--- src/rtl/trng_feeder_pkg.sv ---
// Shared types and constants for the TRNG byte feeder.
package trng_feeder_pkg;

    localparam int BYTE_W       = 8;
    localparam int BUSY_TIMEOUT = 2;

    typedef enum logic [1:0] {
        IDLE      = 2'd0,
        REQ       = 2'd1,
        WAIT_BUSY = 2'd2,
        WAIT_DONE = 2'd3
    } sendState_t;

endpackage

--- src/rtl/trng_byte_feeder_if.sv ---
// Handshake between the byte feeder and the link serializer.
interface trng_byte_feeder_if;
    import trng_feeder_pkg::*;

    logic              transmit;
    logic [BYTE_W-1:0] tx_byte;
    logic              is_transmitting;

    modport master (output transmit, output tx_byte, input is_transmitting);
    modport slave  (input transmit, input tx_byte, output is_transmitting);

endinterface

--- src/rtl/trng_byte_feeder_byte_fifo.sv ---
// Synchronous byte FIFO with wrap-bit pointers; a pop frees its slot for a
// push in the same cycle, so push+pop while full is accepted.
module byte_fifo
    import trng_feeder_pkg::*;
#(
    parameter int DEPTH = 16,
    parameter int AW    = 4
) (
    input  logic              clk,
    input  logic              rst,
    input  logic              push,
    input  logic [BYTE_W-1:0] din,
    input  logic              pop,
    output logic [BYTE_W-1:0] dout,
    output logic              full,
    output logic              empty,
    output logic [AW:0]       level
);
    logic [BYTE_W-1:0] mem [DEPTH];
    logic [AW:0]       wrPtr;
    logic [AW:0]       rdPtr;
    logic              doPush;
    logic              doPop;

    assign level  = wrPtr - rdPtr;
    assign full   = (level == (AW+1)'(DEPTH));
    assign empty  = (level == '0);
    assign doPop  = pop && !empty;
    assign doPush = push && (!full || doPop);
    assign dout   = mem[rdPtr[AW-1:0]];

    // Pointer update
    always_ff @(posedge clk) begin
        if (rst) begin
            wrPtr <= '0;
            rdPtr <= '0;
        end else begin
            if (doPush) wrPtr <= wrPtr + (AW+1)'(1);
            if (doPop)  rdPtr <= rdPtr + (AW+1)'(1);
        end
    end

    // Storage write
    always_ff @(posedge clk) begin
        if (doPush) mem[wrPtr[AW-1:0]] <= din;
    end

endmodule

--- src/rtl/trng_byte_feeder.sv ---
// TRNG byte feeder: packs raw bits MSB-first into bytes, buffers them and
// hands them one at a time to the link serializer.
// Optional build macro TRNG_FEEDER_DROPCNT_EN adds a saturating drop counter.
//
// Sender FSM
//   state     | meaning
//   IDLE      | wait for a buffered byte and an idle serializer; pop head
//   REQ       | transmit high for this one cycle, tx_byte valid
//   WAIT_BUSY | wait up to BUSY_TIMEOUT cycles for the serializer to go busy
//   WAIT_DONE | serializer busy with the frame; wait for it to drop busy
module trng_byte_feeder
    import trng_feeder_pkg::*;
#(
    parameter int DEPTH = 16,
    parameter int AW    = 4
) (
    input  logic               clk,
    input  logic               rst,
    input  logic               en,
    input  logic               rnd_bit,
    input  logic               rnd_valid,
    trng_byte_feeder_if.master ser,
    output logic [AW:0]        fifo_level,
    output logic               overflow
`ifdef TRNG_FEEDER_DROPCNT_EN
    ,
    output logic [15:0]        drop_cnt
`endif
);
    logic [2:0]        bitCnt;
    logic [BYTE_W-2:0] shiftReg;
    logic [BYTE_W-1:0] packedByte;
    logic [BYTE_W-1:0] headByte;
    logic [BYTE_W-1:0] txByteReg;
    logic              take;
    logic              push;
    logic              pop;
    logic              drop;
    logic              fifoFull;
    logic              fifoEmpty;
    logic [1:0]        busyTmr;
    sendState_t        state;
    sendState_t        stateNext;

    // The byte completes combinationally so it is pushed in the 8th bit's cycle.
    assign take       = en && rnd_valid;
    assign packedByte = {shiftReg, rnd_bit};
    assign push       = take && (bitCnt == 3'd7);
    assign drop       = push && fifoFull && !pop;

    // Bit packer: shift in at the LSB, so the first bit lands in bit 7
    always_ff @(posedge clk) begin
        if (rst) begin
            bitCnt   <= '0;
            shiftReg <= '0;
        end else if (take) begin
            bitCnt   <= bitCnt + 3'd1;
            shiftReg <= packedByte[BYTE_W-2:0];
        end
    end

    byte_fifo #(
        .DEPTH (DEPTH),
        .AW    (AW)
    ) uFifo (
        .clk   (clk),
        .rst   (rst),
        .push  (push),
        .din   (packedByte),
        .pop   (pop),
        .dout  (headByte),
        .full  (fifoFull),
        .empty (fifoEmpty),
        .level (fifo_level)
    );

    // FSM state register
    always_ff @(posedge clk) begin
        if (rst) state <= IDLE;
        else     state <= stateNext;
    end

    // FSM next state and pop decision
    always_comb begin
        stateNext = state;
        pop       = 1'b0;
        case (state)
            IDLE: begin
                if (!fifoEmpty && !ser.is_transmitting) begin
                    pop       = 1'b1;
                    stateNext = REQ;
                end
            end
            REQ:       stateNext = WAIT_BUSY;
            WAIT_BUSY: begin
                if (ser.is_transmitting) stateNext = WAIT_DONE;
                else if (busyTmr == '0)  stateNext = IDLE;
            end
            WAIT_DONE: begin
                if (!ser.is_transmitting) stateNext = IDLE;
            end
            default:   stateNext = IDLE;
        endcase
    end

    // Busy-wait down-counter, loaded while the request is on the wire
    always_ff @(posedge clk) begin
        if (rst)                                   busyTmr <= '0;
        else if (state == REQ)                     busyTmr <= 2'(BUSY_TIMEOUT - 1);
        else if (state == WAIT_BUSY && busyTmr != '0) busyTmr <= busyTmr - 2'd1;
    end

    // Popped byte is held until the next pop
    always_ff @(posedge clk) begin
        if (rst)      txByteReg <= '0;
        else if (pop) txByteReg <= headByte;
    end

    assign ser.transmit = (state == REQ);
    assign ser.tx_byte  = txByteReg;

`ifdef TRNG_FEEDER_DROPCNT_EN
    // Saturating count of bytes dropped on a full buffer
    always_ff @(posedge clk) begin
        if (rst)                              drop_cnt <= '0;
        else if (drop && drop_cnt != 16'hFFFF) drop_cnt <= drop_cnt + 16'd1;
    end

    assign overflow = (drop_cnt != '0);
`else
    logic overflowReg;

    // Sticky drop flag
    always_ff @(posedge clk) begin
        if (rst)       overflowReg <= 1'b0;
        else if (drop) overflowReg <= 1'b1;
    end

    assign overflow = overflowReg;
`endif

endmodule

--- src/flat_wrapper.sv ---
// flat-port wrapper written by rule: the top's interface ports become plain ports
module trng_byte_feeder_flat import trng_feeder_pkg::*;
#(
    parameter int DEPTH = 16,
    parameter int AW    = 4
)
  (clk, rst, en, rnd_bit, rnd_valid, fifo_level, overflow, ser_transmit, ser_tx_byte, ser_is_transmitting);
  trng_byte_feeder_if ser_i ();
  input  logic clk;
  input  logic rst;
  input  logic en;
  input  logic rnd_bit;
  input  logic rnd_valid;
  output logic [AW:0] fifo_level;
  output logic overflow;
  output wire logic [$bits(ser_i.transmit)-1:0] ser_transmit;
  output wire logic [$bits(ser_i.tx_byte)-1:0] ser_tx_byte;
  input wire logic [$bits(ser_i.is_transmitting)-1:0] ser_is_transmitting;
  assign ser_transmit = ser_i.transmit;
  assign ser_tx_byte = ser_i.tx_byte;
  assign ser_i.is_transmitting = ser_is_transmitting;
  trng_byte_feeder #(.DEPTH(DEPTH), .AW(AW)) u_core (.clk(clk), .rst(rst), .en(en), .rnd_bit(rnd_bit), .rnd_valid(rnd_valid), .ser(ser_i), .fifo_level(fifo_level), .overflow(overflow));
endmodule
--- config.mk ---
export PLATFORM = sky130hd
export DESIGN_NAME = trng_byte_feeder_flat
export DESIGN_NICKNAME = d
export VERILOG_FILES = /design/src/rtl/trng_feeder_pkg.sv /design/src/rtl/trng_byte_feeder_if.sv /design/src/rtl/trng_byte_feeder_byte_fifo.sv /design/src/rtl/trng_byte_feeder.sv /design/src/flat_wrapper.sv
export SDC_FILE = /design/constraint.sdc
export NUM_CORES = 1
export LEC_CHECK = 0
export BUFFER_PORTS_ARGS = -buffer_cell sky130_fd_sc_hd__buf_2
export CORE_UTILIZATION = 58
export CTS_CLUSTER_DIAMETER = 200
export CTS_CLUSTER_SIZE = 30
export DETAILED_ROUTE_END_ITERATION = 16
export PLACE_DENSITY = 0.75
export SYNTH_ARGS = -nofsm -noshare
export SYNTH_HDL_FRONTEND = slang
export SYNTH_SLANG_ARGS = --single-unit
--- constraint.sdc ---
create_clock -name clk -period 5.5 [get_ports clk]
set_input_delay 1.1 -clock clk [delete_from_list [all_inputs] [get_ports clk]]
set_output_delay 1.1 -clock clk [all_outputs]
set_load 0.03 [all_outputs]
# == Word-level counts from Yosys, hierarchy flattened ==
# Memory sizes are Yosys's and may differ from the RTL's. A register that Yosys moved wholly into a read port is not among the register bits.
# Cells that the tools add are included.
# word_totals
word_cells,53
in_bits,6
reg_bits,25
ramBits,128
out_inout_bits,15
memories,1
# op_classes
n_eq_ne,8
n_reduce_logical,20
muxes,11
n_addsub,5
# memory_table
name,depth,width,rd,rd_clocked_by_memory_dff,write_ports,line_no,source
u_core.uFifo.mem,16,8,1,1,1,trng_byte_feeder_byte_fifo.sv:19,logic [BYTE_W-1:0] mem [DEPTH];
# ops
cell,count
adder 5 x 1 -> 5 bit (second input constant),2
logical AND 1 bit,8
two-way mux 2 bit,4
case mux 2 bit (4 select lines),1
two-way mux 1 bit,6
equality test 5 bit (second input constant),1
logical NOT 5 bit,1
subtractor 5 bit,1
equality test 2 bit (second input constant),2
logical NOT 1 bit,4
logical NOT 2 bit,2
nonzero test 2 bit,2
adder 3 x 1 -> 3 bit (second input constant),1
equality test 3 bit (second input constant),1
inequality test 3 x 2 -> 1 bit (second input constant),1
AND reduction 3 bit,1
equality test 2 x 1 -> 1 bit (second input constant),1
inequality test 2 x 1 -> 1 bit (second input constant),1
inequality test 2 bit (second input constant),1
OR reduction 2 bit,1
subtractor 2 x 1 -> 2 bit (second input constant),1
logical OR 1 bit,1

# == Longest topological paths before layout ==
# depth
ltp_word,11
ltp_mapped,11
depth_no_buf,9

# == Hierarchy ==
# From an unflattened synthesis, not the netlist that was laid out.
# hier_totals
cells_unflattened,399
area_unflattened_um2,6647.6
# modules_own_cells
module,seq_area_each_um2,n_inst,cells_each,area_each_um2
byte_fifo,4124.0,1,289,5729.2
trng_byte_feeder,460.4,1,110,918.4

# == Worst setup path after synthesis ==
# OpenSTA, ideal clock, no wires.
# synth_timing
kind,register to register
from,reg u_core.uFifo.rdPtr[1]
to,mem u_core.uFifo.mem[10][0] (enable)
synth_period_minus_slack_ps,3185
t_required_ps,5168
setup_time_ps,332
path_stages_with_launch,11
arrival_ps,2854
n_path_buf,3
path_slack_ps,2315
path_cell_list,dfxtp_1 > buf_4 > buf_4 > inv_1 > fa_1 > xor2_1 > nand4b_1 > nand2_1 > a21boi_2 > buf_4 > and3_1
# synth_between
elab_chain_len,11
word_cells_on_any_way,13
classes_between,add/sub (1); eq/ne (1); mux (4); reduce/logical (7)
# synth_rtl
element,line_no,source
"start, declared",trng_byte_feeder_byte_fifo.sv:21,logic [AW:0] rdPtr;
"start signal, assigned",trng_byte_feeder_byte_fifo.sv:39,if (doPop) rdPtr <= rdPtr + (AW+1)'(1);
subtractor 5 bit (*),trng_byte_feeder_byte_fifo.sv:25,assign level = wrPtr - rdPtr;
via fifo_level[2],flat_wrapper.sv:14,output logic [AW:0] fifo_level;
logical NOT 5 bit,trng_byte_feeder_byte_fifo.sv:27,assign empty = (level == '0);
logical NOT 1 bit,"trng_byte_feeder_byte_fifo.sv:28, trng_byte_feeder.sv:89",
logical AND 1 bit,trng_byte_feeder.sv:89,if (!fifoEmpty && !ser.is_transmitting) begin
two-way mux 1 bit,trng_byte_feeder.sv:89,
two-way mux 1 bit,trng_byte_feeder.sv:87,case (state)
logical AND 1 bit,trng_byte_feeder_byte_fifo.sv:28,assign doPop = pop && !empty;
logical OR 1 bit (*),trng_byte_feeder_byte_fifo.sv:29,assign doPush = push && (!full || doPop);
logical AND 1 bit (*),trng_byte_feeder_byte_fifo.sv:29,
two-way mux 1 bit (*),trng_byte_feeder_byte_fifo.sv:45,if (doPush) mem[wrPtr[AW-1:0]] <= din;
two-way mux 1 bit (not written as such) (*),trng_byte_feeder_byte_fifo.sv:45,
"end, declared",trng_byte_feeder_byte_fifo.sv:19,
# Mark *: on every way through the listed nets, which the timed path passes. The rest lies on a longest branch.

# == Worst setup path after layout ==
# layout_timing
from,reg u_core.uFifo.rdPtr[2]
to,out fifo_level[4]
# layout_between
elab_chain_len,1
# layout_rtl
element,line_no
subtractor 5 bit,trng_byte_feeder_byte_fifo.sv:25
"end, declared",flat_wrapper.sv:14
# No other way between the ends.

==> summary.md <==
| Metric | Value |
|---|---|
| Detail Placement HPWL | `8701 um` |
| Iteration-0 DRC Markers | `between 300 and 400` |
| Fin crit period | `3.414 ns` |
| M2 GR Usage | `0.3944` |
| CTS Buf Count | `17` |
| Slew Viols, Final | `0` |
| Largest net degree at the start of global routing | `36` |
| Aggregate routed wire length | `13340 um` |
| Vias in the first global route | `3609` |
| Cell Area, Synth | `roughly 0.0067 mm2` |
| Post-DR wirelength/cell | `22.77 um` |
| EDFF count, synth | `128` |
| Insertion delay to the later sink of the worst-skew pair | `around 0.43 ns` |
| Mapped Cells | `roughly 400` |
| Max VDD drop | `326.0 uV` |
| Reg clk slew, reported paths | `0.06 ns` |
| Core area | `0.01103 mm2` |
| Status | `finished, final reports clean` |
| Synthesized net count | `430` |
| Fin. Hold Viols | `0` |
| Met1 Track Usage GR | `0.3472` |
| Lkg Pwr | `2.552 nW` |
| CTS Hold Buffers Added | `0` |
| Yosys synthesis warning count | `0` |
| Antenna Nets Post-Route | `0` |
| Data required, critical path | `4.40 ns` |
| H-tree Lvls | `4` |
| Longest Clk Path Bufs | `2` |
| TNS Setup | `0 ns` |
| Fin cells | `586` |
| Hold WS | `around 0.46 ns` |
| Final #Nets | `approximately 450` |
| Total Routing Usage GR | `0.2537` |
| TritonCTS clock tree | `built` |
| Post-CTS Setup Repair Bufs | `0` |
| Max-Cap Viols | `0` |
| Type of element capturing the critical path | `output port` |
| HP Class | `reg -> reg` |
| Initial Util | `0.6033` |
| Drt drc | `0` |
| Root Buffer | `clkbuf_16` |
| Vias | `3646` |
| Fmax | `approximately 0.3 GHz` |
| Die width | `109.1 um` |
| TritonRoute pass-1 iters | `4` |
| Die Y | `109.1 um` |
| Synthesized area per cell | `16.19 um2` |
| CP Data Arrival Time | `2.31 ns` |
| Pwr/cell area | `421.1 mW/mm2` |
| CTS sink count | `161` |
| Synth area leader | `edfxtp_1` |
| Busiest grt layer | `met2` |
| Synth top area cells | `edfxtp_1 58%, mux4_2 11%, dfxtp_1 9.9%` |
| Seq/Total Area, Yosys | `0.6768` |
| Initial antenna violation count | `0` |
| Post-synth cell types | `50` |
| Placer Congestion | `0.8218` |
| Fin crit share | `0.6207` |
| Number of port buffers | `20` |
| Cell Rows | `38` |
| Post-CTS sizing | `0` |
| DIE AREA | `0.01191 mm2` |
| Top-area cell type share of the netlist area | `0.5776` |
| GRT overflow | `0` |
| IO Count | `21` |
| Yosys reg bits | `around 160` |
| Critical path launch point type | `flop` |
| Rel. slew slack | `0.3828` |
| Final setup vio count | `0` |
| Antenna Cells | `0` |
| Layout cell share with drive strength beyond 1 | `0.2197` |
| Max FO, Critical Path | `24` |
| Skew final | `0.006150 ns` |
| Inst Count DP | `around 550` |
| Worst Max-Slew Pin Slew | `between 0.9 and 1 ns` |
| FFs w/ async S/R, synth | `0` |
| GRT met3 Usage | `0.06276` |
| Kind of critical path | `reg -> out` |
| Top flip-flop cell by instance count after synthesis | `edfxtp_1` |
| First-pass GRT wire length | `20440 um` |
| RSZ-0062 raised after global routing | `false` |
| Via-per-instance ratio | `6.222` |
| Area Growth Syn to Fin | `11.28%` |
## per-layer routing
layer,part of all wire,up-vias
met5,0,-
met4,0.017,0
met3,0.068,19
met2,0.49,132
met1,0.42,1834
li1,-,1661
## registers in the layout, summed over array words and instances, names as in the netlist
name	flops
u_core.bitCnt	3
u_core.ser.tx_byte	8
u_core.uFifo.rdPtr	5
u_core.overflow	1
u_core.uFifo.mem	128
u_core.state	2
u_core.uFifo.wrPtr	5
u_core.busyTmr	2
u_core.shiftReg	7
## cells in the final DEF, fill, tap and decap left out, drive strengths merged, types with 2 or more instances in the layout
| master | Yosys | routed |
|---|---|---|
| edfxtp | 128 | 128 |
| nand3 | 2 | 2 |
| and2 | 5 | 5 |
| a21oi | 19 | 19 |
| inv | 10 | 12 |
| xor2 | 2 | 2 |
| nand4 | 3 | 3 |
| dfxtp | 33 | 33 |
| o211ai | 7 | 7 |
| o21ai | 6 | 6 |
| xnor2 | 2 | 2 |
| nor2 | 17 | 17 |
| or4b | 8 | 8 |
| o22ai | 14 | 14 |
| or3 | 5 | 5 |
| clkinv | 0 | 3 |
| mux4 | 32 | 32 |
| o21a | 3 | 3 |
| buf | 16 | 23 |
| mux2 | 5 | 5 |
| mux2i | 3 | 3 |
| and3 | 14 | 14 |
| ha | 12 | 12 |
| clkbuf | 4 | 25 |
| nor2b | 6 | 6 |
| nand2 | 38 | 38 |
| nand3b | 2 | 2 |
## worst max-delay path, stage by stage, from the launching register on
cell and delay, ns:
dfxtp_1 0.31, buf_4 0.30, inv_1 0.12, ha_1 0.37
nand3_1 0.11, a21oi_1 0.32, or2_2 0.18, buf_2 0.18
## cell usage after synthesis (2+ instances only)
cell	n
o21a_1	2
dfxtp_1	33
nand4_1	3
nand2_1	38
o22ai_1	14
nand3_1	2
nor2_1	15
buf_4	5
mux2_2	4
clkbuf_1	4
ha_1	12
nand3b_1	2
o21ai_1	2
or4b_1	8
nor2_2	2
o211ai_1	7
o21ai_0	4
or3_1	5
buf_2	5
and2_1	5
buf_6	4
inv_1	10
edfxtp_1	128
and3_1	14
mux4_2	32
a21oi_1	18
xnor2_1	2
mux2i_1	3
xor2_1	2
nor2b_1	6
## metrics by stage
stage | setup slack [ns] | power (mW) | util | area [um2]
2_1_floorplan | 2.315 | 1.914 | - | 6655
3_3_place_gp | 2.027 | 1.961 | 0.6172 | 6808
3_5_place_dp | 1.966 | 1.982 | 0.6172 | 6808
4_1_cts | 2.053 | 3.139 | 0.6714 | 7406
5_1_grt | 1.922 | 3.236 | 0.6714 | 7406
6_report | 2.086 | 3.118 | 0.6714 | 7406
## where the power goes
group,switching (mW),leakage [nW],internal [mW]
sequential,0.0327,1.46,1.34
clock,0.449,0.294,0.715
combinational,0.364,0.802,0.219
total,0.846,2.55,2.27
## kinds of logic after synthesis
group / after synthesis / synth area share
xor gates and xnor gates: 4 / 0.005265
muxes: 40 / 0.1213
adders and majority gates: 13 / 0.02557
buffers and inverters: 30 / 0.02764
AOI/OAI and AO/OA: 59 / 0.06073
DFF: 161 / 0.6768
and+or+nand+nor: 104 / 0.08272
## path summary, 6_finish.rpt
kind,from,cells after the start,to,slack (ns)
max,u_core.uFifo.rdPtr[2],7,fifo_level[4],2.09
min,u_core.bitCnt[1],2,u_core.bitCnt[1],0.46
max reg2reg,u_core.uFifo.wrPtr[0],9,u_core.uFifo.mem[9][2],2.25
min reg2reg,u_core.bitCnt[1],2,u_core.bitCnt[1],0.46
## final cells by class
cell class                      instances  area (um2)
Tap cell                              140       175.2
Fill cell                             764        3625
Inverter                               10       37.54
Clock buffer                           25       529.3
Multi-Input combinational cell        220        1967
Sequential cell                       161        4506
Timing Repair Buffer                   23       122.6
Clock inverter                          7       68.82
No activity file was read; power rests on OpenSTA's default activity.
